`config.mk`:
```
export PLATFORM = sky130hd
export DESIGN_NAME = bt656_sync_decoder
export DESIGN_NICKNAME = d
export VERILOG_FILES = /design/src/rtl/bt656_pkg.sv /design/src/rtl/bt656_xy_check.sv /design/src/rtl/bt656_sync_decoder.sv
export SDC_FILE = /design/constraint.sdc
export NUM_CORES = 1
export LEC_CHECK = 0
export CORE_MARGIN = 10
export CORE_UTILIZATION = 45
export DETAILED_ROUTE_END_ITERATION = 10
export GPL_ROUTABILITY_DRIVEN = 0
export HOLD_SLACK_MARGIN = 0.05
export PLACE_DENSITY = 0.72
export REMOVE_ABC_BUFFERS = 1
export SETUP_SLACK_MARGIN = 0.15
export SKIP_LAST_GASP = 1
export SLEW_MARGIN = 20
export SYNTH_ARGS = -nofsm -noshare
export SYNTH_HDL_FRONTEND = slang
export SYNTH_SLANG_ARGS = --single-unit
```
`constraint.sdc`:
```
create_clock -name clock -period 2 [get_ports clock]
set_input_delay 0.4 -clock clock [delete_from_list [all_inputs] [get_ports clock]]
set_output_delay 0.4 -clock clock [all_outputs]
set_load 0.005 [all_outputs]
```
`src/rtl/bt656_pkg.sv`:
```
// Shared definitions for the BT.656 timing-reference decoder: sync byte
// values, decoder state encoding, decoded XY flags and protection check.
package bt656_pkg;

    localparam logic [7:0] SYNC_FF = 8'hFF;
    localparam logic [7:0] SYNC_00 = 8'h00;

    typedef enum logic [2:0] {
        IDLE,
        SEARCH,
        P1,
        P2,
        XY,
        ACTIVE
    } state_t;

    typedef struct packed {
        logic f;
        logic v;
        logic h;
    } xy_t;

    // Protection nibble of an XY byte: P3=V^H, P2=F^H, P1=F^V, P0=F^V^H.
    function automatic logic prot_ok(input logic [7:0] xy);
        prot_ok = (xy[3] == (xy[5] ^ xy[4]))
               && (xy[2] == (xy[6] ^ xy[4]))
               && (xy[1] == (xy[6] ^ xy[5]))
               && (xy[0] == (xy[6] ^ xy[5] ^ xy[4]));
    endfunction

endpackage

```
`src/rtl/bt656_xy_check.sv`:
```
// Combinational decode of a BT.656 XY byte into F/V/H flags.
// Optional macro: BT656_PROT_CHECK_EN -- when defined the protection nibble
// must match the flags; when undefined bits 3:0 are not enforced.
module bt656_xy_check
    import bt656_pkg::*;
(
    input  logic [7:0] xy_byte,
    output xy_t        flags,
    output logic       valid,
    output logic       prot_good
);

`ifdef BT656_PROT_CHECK_EN
    localparam bit PROT_CHECK = 1'b1;
`else
    localparam bit PROT_CHECK = 1'b0;
`endif

    assign flags.f   = xy_byte[6];
    assign flags.v   = xy_byte[5];
    assign flags.h   = xy_byte[4];
    // Bit 7 of every timing reference code is fixed at 1.
    assign valid     = xy_byte[7];
    // Protection is always decoded, but only enforced when the check is built in.
    assign prot_good = prot_ok(xy_byte) || !PROT_CHECK;

endmodule

```
`src/rtl/bt656_sync_decoder.sv`:
```
// BT.656 sync decoder: finds FF 00 00 XY codes, tracks field/line framing and
// forwards active-video bytes with sop/eol markers one cycle after input.
// Optional macro: BT656_PROT_CHECK_EN (XY protection-bit checking, in bt656_xy_check).
module bt656_sync_decoder
    import bt656_pkg::*;
#(
    parameter int H_ACTIVE = 1440,
    parameter int LINE_W   = 10
) (
    input  logic              clock,
    input  logic              nreset,
    input  logic              td_ready,
    input  logic [7:0]        td_data,
    output logic [7:0]        out_data,
    output logic              out_valid,
    output logic              out_sop,
    output logic              out_eol,
    output logic              field,
    output logic              field_done,
    output logic [LINE_W-1:0] line_cnt,
    output logic              locked,
    output logic [7:0]        err_cnt
);

    // Pixel counter must reach H_ACTIVE+1, which marks "overflow already counted".
    localparam int PIX_W = $clog2(H_ACTIVE + 2);
    localparam logic [PIX_W-1:0] PIX_LAST = PIX_W'(H_ACTIVE - 1);
    localparam logic [PIX_W-1:0] PIX_FULL = PIX_W'(H_ACTIVE);
    localparam logic [PIX_W-1:0] PIX_OVER = PIX_W'(H_ACTIVE + 1);

    state_t            state_reg, state_next;
    logic [PIX_W-1:0]  pix_cnt_reg, pix_cnt_next;
    logic [7:0]        out_data_reg, out_data_next;
    logic              out_valid_reg, out_valid_next;
    logic              out_sop_reg, out_sop_next;
    logic              out_eol_reg, out_eol_next;
    logic              field_reg, field_next;
    logic              field_done_reg, field_done_next;
    logic [LINE_W-1:0] line_cnt_reg, line_cnt_next;
    logic              locked_reg, locked_next;
    logic [7:0]        err_cnt_reg, err_cnt_next;
    logic              sop_pending_reg, sop_pending_next;
    logic              sop_line_reg, sop_line_next;
    logic              line_active_reg, line_active_next;
    logic              prev_v_reg, prev_v_next;
    logic              err_event;
    logic              sop_arm;

    xy_t  xy_flags;
    logic xy_valid;
    logic xy_prot_good;

    bt656_xy_check u_xy_check (
        .xy_byte   (td_data),
        .flags     (xy_flags),
        .valid     (xy_valid),
        .prot_good (xy_prot_good)
    );

    // State and output registers; sop is armed out of reset so the first field starts a packet.
    always_ff @(posedge clock or negedge nreset) begin
        if (!nreset) begin
            state_reg       <= IDLE;
            pix_cnt_reg     <= '0;
            out_data_reg    <= '0;
            out_valid_reg   <= 1'b0;
            out_sop_reg     <= 1'b0;
            out_eol_reg     <= 1'b0;
            field_reg       <= 1'b0;
            field_done_reg  <= 1'b0;
            line_cnt_reg    <= '0;
            locked_reg      <= 1'b0;
            err_cnt_reg     <= '0;
            sop_pending_reg <= 1'b1;
            sop_line_reg    <= 1'b0;
            line_active_reg <= 1'b0;
            prev_v_reg      <= 1'b0;
        end else begin
            state_reg       <= state_next;
            pix_cnt_reg     <= pix_cnt_next;
            out_data_reg    <= out_data_next;
            out_valid_reg   <= out_valid_next;
            out_sop_reg     <= out_sop_next;
            out_eol_reg     <= out_eol_next;
            field_reg       <= field_next;
            field_done_reg  <= field_done_next;
            line_cnt_reg    <= line_cnt_next;
            locked_reg      <= locked_next;
            err_cnt_reg     <= err_cnt_next;
            sop_pending_reg <= sop_pending_next;
            sop_line_reg    <= sop_line_next;
            line_active_reg <= line_active_next;
            prev_v_reg      <= prev_v_next;
        end
    end

    // Next-state decode: sync-code search, XY interpretation and active-video forwarding.
    always_comb begin
        state_next       = state_reg;
        pix_cnt_next     = pix_cnt_reg;
        out_data_next    = out_data_reg;
        out_valid_next   = 1'b0;
        out_sop_next     = 1'b0;
        out_eol_next     = 1'b0;
        field_next       = field_reg;
        field_done_next  = 1'b0;
        line_cnt_next    = line_cnt_reg;
        locked_next      = locked_reg;
        sop_pending_next = sop_pending_reg;
        sop_line_next    = sop_line_reg;
        line_active_next = line_active_reg;
        prev_v_next      = prev_v_reg;
        err_event        = 1'b0;
        sop_arm          = sop_pending_reg | xy_flags.v | (xy_flags.f != field_reg);

        if (!td_ready) begin
            // Decoder held in reset: drop lock and abandon the current line.
            state_next       = IDLE;
            locked_next      = 1'b0;
            line_active_next = 1'b0;
        end else begin
            unique case (state_reg)
                IDLE:   state_next = SEARCH;
                SEARCH: if (td_data == SYNC_FF) state_next = P1;
                P1: begin
                    if (td_data == SYNC_00)      state_next = P2;
                    else if (td_data != SYNC_FF) state_next = SEARCH;
                end
                P2:     state_next = (td_data == SYNC_00) ? XY : SEARCH;
                XY: begin
                    state_next = SEARCH;
                    if (!xy_valid || !xy_prot_good) begin
                        err_event = 1'b1;
                    end else begin
                        field_next       = xy_flags.f;
                        prev_v_next      = xy_flags.v;
                        sop_pending_next = sop_arm;
                        if (xy_flags.h) begin
                            // EAV closes the line; first vertical-blanking EAV ends the field.
                            if (!xy_flags.v && line_active_reg)
                                line_cnt_next = line_cnt_reg + 1'b1;
                            line_active_next = 1'b0;
                            field_done_next  = xy_flags.v && !prev_v_reg;
                        end else if (!xy_flags.v) begin
                            // SAV in the active region opens a line.
                            state_next       = ACTIVE;
                            pix_cnt_next     = '0;
                            locked_next      = 1'b1;
                            line_active_next = 1'b1;
                            sop_line_next    = sop_arm;
                            sop_pending_next = 1'b0;
                            if (sop_arm) line_cnt_next = '0;
                        end
                    end
                end
                ACTIVE: begin
                    if (td_data == SYNC_FF) begin
                        state_next = P1;
                        if (pix_cnt_reg < PIX_FULL) err_event = 1'b1;
                    end else if (pix_cnt_reg < PIX_FULL) begin
                        out_valid_next = 1'b1;
                        out_data_next  = td_data;
                        out_sop_next   = sop_line_reg && (pix_cnt_reg == '0);
                        out_eol_next   = (pix_cnt_reg == PIX_LAST);
                        pix_cnt_next   = pix_cnt_reg + 1'b1;
                    end else if (pix_cnt_reg == PIX_FULL) begin
                        // First surplus byte: one error for the whole overlong line.
                        err_event    = 1'b1;
                        pix_cnt_next = PIX_OVER;
                    end
                end
                default: state_next = IDLE;
            endcase
        end

        err_cnt_next = (err_event && err_cnt_reg != 8'hFF) ? err_cnt_reg + 8'd1 : err_cnt_reg;
    end

    assign out_data   = out_data_reg;
    assign out_valid  = out_valid_reg;
    assign out_sop    = out_sop_reg;
    assign out_eol    = out_eol_reg;
    assign field      = field_reg;
    assign field_done = field_done_reg;
    assign line_cnt   = line_cnt_reg;
    assign locked     = locked_reg;
    assign err_cnt    = err_cnt_reg;

endmodule

```
==> flow_summary.yaml, run 1 <==
power_and_ir_drop:
  comb_power_share_pct: 25.6
  total_leakage_power_nw: 1.588
  ir_worst_vdd_mv: 0.5266
  p_sw_share_pct: 27.52
  power.internal_w: 0.001759
  pwr-share-seq_pct: 49.1
  clock_power_share_pct: 25.3
  p_per_area_nw_per_um2: 650.8
  report.power.total_w: 0.002427
  sw_power_w: 0.0006679
synth:
  synth-edff-count: 0
  synth_ff_type: "dfrtp_1"
  synth_cell_type_count: 51
  asyncSetResetFlopFracSynth_pct: 100.0
  synth-seq-area-share_pct: 47.71
  synth_area_per_cell_um2: 10.10
  synth-seq-cells: 50
  ys.warnings.count: 0
  netlist_area_um2: 2625
  cell_count_after_synthesis: 260
critical_path:
  worst_path_max_delay_cell: "or4b_4"
  required_ps: 2230
  critPathLaunchType: "register"
  critPathMaxFanout: 6
  timing.critical_path.slowest_cell_delay_ps: 490
  worstPathArrival_ps: 2380
  critical_path_buf_inv_count: 2
  timing.critical_path.to_type: "register"
  critical_path_class: "reg -> reg"
  cp_top_family: "simple AND/OR/NAND/NOR gates"
  path_cells: "inv_2 > ha_4 > or4b_4 > nor4_4 > nand3_4 > buf_12 > a2111oi_4 > xor2_1"
global_route:
  grt_first_pass_wirelength_mm: 11.27
  grt_max_degree: 19
  antenna_found_initial: 0
  grt_util_all_layers_pct: 15.06
  grt.overflow.total: 0
  first_global_vias: 2395
die:
  die_height_um: 96.38
  initial_standard_cell_utilization_of_the_core_pct: 47.09
  floorplan.core_area_um2: 5574
  ios: 43
  die-width_um: 96.38
  die_area_um2: 9288
  core.rowCount: 27
placed_design:
  placement.cell_area_um2: 3468
  detailedPlacementHpwl_mm: 5.085
  pre_cts_slack_ps: -243.3
  buffer_ports.inserted: 42
sta:
  worstMarginPinSlew_ps: 411.2
  timing.final.crit_share_pct: 107.4
  worst_clock_skew_ps: 6.711
  setup_slack_ps: -147.0
  slew_headroom_pct: 72.30
  timing.fmax_mhz: 465.8
  final.hold.worst_slack_ps: 446.6
  max_transition_viols_final: 0
  grt_setup_unrepaired: "yes"
  period_minus_slack_ps: 2147
  count_of_final_hold_check_violations: 0
  setup_viol_count_final: 7
flow_run:
  drv.max_cap_violation_count: 0
cells_and_area:
  flip_flop_count_of_the_largest_register_all_copies_and_words_added: 11
  fraction_of_final_layout_cells_with_drive_strength_greater_than_1_pct: 29.94
  postLayoutCoreUtil_pct: 66.91
  layout_common_cells: "dfrtp_1 (47), buf_4 (47), clkdlybuf4s50_1 (37)"
  fin_nets: 368
  fillers: 469
  antenna_cells_inserted: 0
  syn2layout_area_growth_pct: 42.09
  design_area_um2: 3730
outcome:
  status: "finished, violations left"
  violations: "negative setup slack"
route:
  route.detailed.drc: 0
  routed-via-count: 2336
  detail_route.iter0.violations: 99
  avgViaCountPerCell: 5.484
  postRouteWirelength_mm: 6.932
  detail-route-antenna-nets: 0
  drt_pre_antenna_iters: 4
  wire_per_inst_um: 16.27
cts:
  cts-root-to-sink-buffers: 2
  numClockSinks: 50
  cts_tree: "built"
  cts-buffers-inserted: 5
  h-tree-depth: 2
  cts-root-buf: "clkbuf_8"
  worst_skew_pair_later_pin_latency_ps: 310
  clk_pin_slew_ps: 90
min_path:
  timing.hold.worst.class: "reg -> reg"
-- worst register-to-register path: stages, from the launching register on --
cell	delay (ps)
dfrtp_1	400
inv_2	80
ha_4	130
or4b_4	490
nor4_4	200
nand3_4	130
buf_12	170
a2111oi_4	300
xor2_1	180
-- cell type report --
type | instances | area [um^2] | area share, %
clock inverters | 1 | 5.005 | 0.1342
multi-input cells | 191 | 1413 | 37.87
inverters | 11 | 41.29 | 1.107
repair buffers | 94 | 839.6 | 22.51
flip-flops and latches | 50 | 1255 | 33.65
clock buffers | 7 | 86.33 | 2.315
well taps | 72 | 90.09 | 2.415
-- stage by stage --
step	setup TNS, ps	std cells
final	-628.8	426
after floorplan	-741.1	252
after CTS	-728.9	423
after global routing	-1358	426
after detailed placement	-6726	413
after global placement	-5969	413
-- power by group through the flow --
stage / clock network [W] / registers, W / logic [W]
finish: 0.000614 / 0.00119 / 0.000622
detailed placement: 0 / 0.00121 / 0.000550
global route: 0.000678 / 0.00121 / 0.000685
CTS: 0.000627 / 0.00119 / 0.000573
floorplan: 0 / 0.00122 / 0.000203
global placement: 0 / 0.00120 / 0.000535
-- cells in the mapped netlist (all sizes together) (3+ instances only) --
| cell type | count | share of area, % |
|---|---|---|
| dfrtp | 49 | 47 |
| nand2 | 21 | 3.0 |
| nor2 | 18 | 2.6 |
| a21oi | 17 | 3.2 |
| o21ai | 16 | 3.2 |
| nand3 | 15 | 3.3 |
| nor3 | 12 | 2.3 |
| inv | 11 | 1.6 |
| mux2 | 10 | 4.3 |
| nand4 | 8 | 1.9 |
| xnor2 | 8 | 2.7 |
| a211oi | 7 | 2.0 |
| xor2 | 7 | 2.3 |
| clkbuf | 5 | 0.72 |
| o31ai | 5 | 1.6 |
| ha | 4 | 1.9 |
| nand2b | 4 | 0.95 |
| nor4 | 4 | 1.5 |
| or2 | 4 | 0.95 |
| a31oi | 3 | 0.95 |
| buf | 3 | 0.81 |
| o211ai | 3 | 0.86 |
-- path summary, 6_finish.rpt --
path | startpoint | end | slack [ps] | depth (start not counted)
min | prev_v_reg | field_done | 450 | 1
min reg2reg | prev_v_reg | field_done | 450 | 1
min in group asynchronous | nreset | out_data[5] | 530 | 2
max reg2reg | pix_cnt_reg[0] | err_cnt[7] | -150 | 8
max | pix_cnt_reg[0] | err_cnt[7] | -150 | 8
max in group asynchronous | nreset | state_reg[0] | 870 | 3
-- cell families (layout without fill, tap and decap cells) --
kind of cell / after synthesis / count (layout) / share of synthesized area [%]
buf+inv: 19 / 113 / 3.098
flops: 50 / 50 / 47.71
mux: 10 / 10 / 4.290
xor+xnor: 15 / 15 / 5.005
simple gates: 100 / 100 / 21.02
compound gates: 62 / 62 / 16.97
fa+ha+maj: 4 / 4 / 1.907
-- per-layer routing --
| metal | GRT usage (%) | share of wire, % | routed length, um | vias to the layer above |
|---|---|---|---|---|
| li1 | - | - | - | 1141 |
| met1 | 17.46 | 41 | 2808 | 1134 |
| met2 | 26.91 | 53 | 3651 | 52 |
| met3 | 2.776 | 5.5 | 380 | 9 |
| met4 | 5.811 | 1.3 | 91 | 0 |
| met5 | 0 | 0 | 0 | - |
-- repair_timing --
action,in CTS,in global routing
pin swaps,7,19
buffers inserted,1,3
resized for setup,11,29
hold buffers,1,0
endpoints found under the hold margin,14,0
setup endpoints to repair,27,36
gates cloned,0,0
Power figures use the tool's default switching activity.
==> inputs of run 2 (changes only) <==
Settings changed: SETUP_SLACK_MARGIN 0.15 to 0.05.
==> run 2 against run 1 <==
  * Highest routed layer unchanged
  * First-iteration DRC count fell by 25%
  * Register-to-register slack hardly changed
  * Largest power group unchanged
  * Maximum frequency is 0.18% higher
  * Utilization shrank 1.4 points
  * Sequential cell count stayed put
  * Wire length down 1.9%
  * Worst setup slack better by 3.9 ps
  * The flow still finishes with violations (negative setup slack)
  * Sequential share of layout area rose by 0.74 points
  * Via count is essentially flat
  * Worst hold slack worse by 1.1 ps
==> flow_summary.yaml, run 2 (synthesis gave the netlist of run 1 again) <==
power_and_ir_drop:
  clock_power_share_pct: 25.6
  p_sw_share_pct: 27.34
  comb_power_share_pct: 24.5
  p_per_area_nw_per_um2: 654.1
  sw_power_w: 0.0006528
  power.internal_w: 0.001734
  ir_worst_vdd_mv: 0.5517
  total_leakage_power_nw: 1.556
  pwr-share-seq_pct: 49.9
global_route:
  antenna_found_initial: 0
  grt_util_all_layers_pct: 15.11
  first_global_vias: 2400
  grt_first_pass_wirelength_mm: 11.31
  grt.overflow.total: 0
  grt_max_degree: 19
sta:
  timing.fmax_mhz: 466.6
  worst_clock_skew_ps: 8.188
  setup_viol_count_final: 7
  slew_headroom_pct: 72.44
  period_minus_slack_ps: 2143
  worstMarginPinSlew_ps: 409.0
  timing.final.crit_share_pct: 107.2
  count_of_final_hold_check_violations: 0
  setup_slack_ps: -143.1
  max_transition_viols_final: 0
  grt_setup_unrepaired: "yes"
cells_and_area:
  layout_common_cells: "dfrtp_1 (47), buf_4 (47), clkdlybuf4s50_1 (40)"
  multi_input_gate_area_in_the_final_layout_um2: 1351
  seq_area_um2: 1255
  fillers: 484
  postLayoutCoreUtil_pct: 65.48
  syn2layout_area_growth_pct: 39.04
  antenna_cells_inserted: 0
  flip_flop_count_of_the_largest_register_all_copies_and_words_added: 11
  fin_nets: 366
  design_area_um2: 3650
  fraction_of_final_layout_cells_with_drive_strength_greater_than_1_pct: 26.42
placed_design:
  buffer_ports.inserted: 42
  placement.cell_area_um2: 3468
  detailedPlacementHpwl_mm: 5.085
critical_path:
  critPathLaunchType: "register"
  timing.critical_path.slowest_cell_delay_ps: 480
  cp_top_family: "simple AND/OR/NAND/NOR gates"
  worstPathArrival_ps: 2370
  path_cells: "inv_2 > ha_4 > or4b_4 > nor4_4 > nand3_4 > buf_12 > a2111oi_4 > xor2_1"
  critical_path_buf_inv_count: 2
  required_ps: 2230
  worst_path_max_delay_cell: "or4b_4"
  timing.critical_path.to_type: "register"
  critical_path_class: "reg -> reg"
  critPathMaxFanout: 6
cts:
  cts-root-to-sink-buffers: 2
  cts_tree: "built"
  cts-buffers-inserted: 5
  h-tree-depth: 2
  numClockSinks: 50
  clk_pin_slew_ps: 90
  cts-root-buf: "clkbuf_8"
  worst_skew_pair_later_pin_latency_ps: 310
min_path:
  timing.hold.worst.class: "reg -> reg"
die:
  core.rowCount: 27
  initial_standard_cell_utilization_of_the_core_pct: 47.09
  die_height_um: 96.38
  die_area_um2: 9288
  die-width_um: 96.38
  ios: 43
  floorplan.core_area_um2: 5574
route:
  route.detailed.drc: 0
  routed-via-count: 2335
  detail_route.iter0.violations: 74
  wire_per_inst_um: 16.04
  drt_pre_antenna_iters: 4
  postRouteWirelength_mm: 6.802
  detail-route-antenna-nets: 0
  avgViaCountPerCell: 5.507
flow_run:
  drv.max_cap_violation_count: 0
outcome:
  violations: "negative setup slack"
  status: "finished, violations left"
run 2: cell count changes in the layout (fill, tap and decap cells not counted), sizes merged:
cell | before | now
buf | 52 | 50
clkdlybuf4s50 | 37 | 40
dlygate4sd2 | 3 | 0
run 2: path summary, 6_finish.rpt:
| check | depth (start not counted) | slack [ps] | startpoint | to |
|---|---|---|---|---|
| max | 8 | -140 | pix_cnt_reg[0] | err_cnt[7] |
| min | 1 | 450 | prev_v_reg | field_done |
| max reg2reg | 8 | -140 | pix_cnt_reg[0] | err_cnt[7] |
| min reg2reg | 1 | 450 | prev_v_reg | field_done |
| max in group asynchronous | 3 | 870 | nreset | state_reg[0] |
| min in group asynchronous | 2 | 540 | nreset | out_data[5] |
run 2: power groups by stage:
| stage | combinational [W] | sequential, W | clock, W |
|---|---|---|---|
| 2_1_floorplan | 0.000203 | 0.00122 | 0 |
| 3_3_place_gp | 0.000535 | 0.00120 | 0 |
| 5_1_grt | 0.000648 | 0.00121 | 0.000679 |
| 4_1_cts | 0.000574 | 0.00119 | 0.000627 |
| 3_5_place_dp | 0.000550 | 0.00121 | 0 |
| 6_report | 0.000585 | 0.00119 | 0.000612 |
run 2: timing repair:
item                       CTS  global route
hold buffers                 1             0
setup endpoints to repair   15            28
hold endpoints to repair    14             0
pin swaps                    7             3
gates cloned                 0             0
setup buffers                1             1
resized for setup            6            10
run 2: layout make-up:
| cell class | instances | share of cell area, % |
|---|---|---|
| multi-input cells | 191 | 37.02 |
| flip-flops and latches | 50 | 34.38 |
| repair buffers | 92 | 22.49 |
| well taps | 72 | 2.468 |
| clock buffers | 7 | 2.365 |
| inverters | 11 | 1.131 |
| clock inverters | 1 | 0.1371 |
run 2: layer usage:
metal | up-vias | share of wire [%] | track usage, % | wire length (um)
met1 | 1150 | 41 | 17.60 | 2808
met4 | 0 | 1.2 | 5.811 | 82
met2 | 50 | 52 | 26.91 | 3564
li1 | 1128 | - | - | -
met5 | - | 0 | 0 | 0
met3 | 7 | 5.1 | 2.776 | 347
run 2: worst register-to-register path: cells and delay by family (launching register included):
family | cells | cell delay [ps]
fa+ha+maj | 1 | 130
flops | 1 | 400
xor+xnor | 1 | 180
buf+inv | 2 | 250
simple gates | 3 | 810
compound gates | 1 | 300
run 2: per-stage QoR:
step | setup WS [ps] | power [W] | std cells | hold WS (ps) | setup TNS [ps]
6_report | -143.1 | 0.002387 | 424 | 445.6 | -597.4
5_1_grt | -223.9 | 0.002535 | 424 | 468.7 | -1579
4_1_cts | -138.7 | 0.002393 | 423 | 447.6 | -728.9
3_5_place_dp | -243.3 | 0.001759 | 413 | 343.6 | -6726
3_3_place_gp | -205.2 | 0.001739 | 413 | 340.6 | -5969
2_1_floorplan | -214.8 | 0.001421 | 252 | 104.4 | -741.1
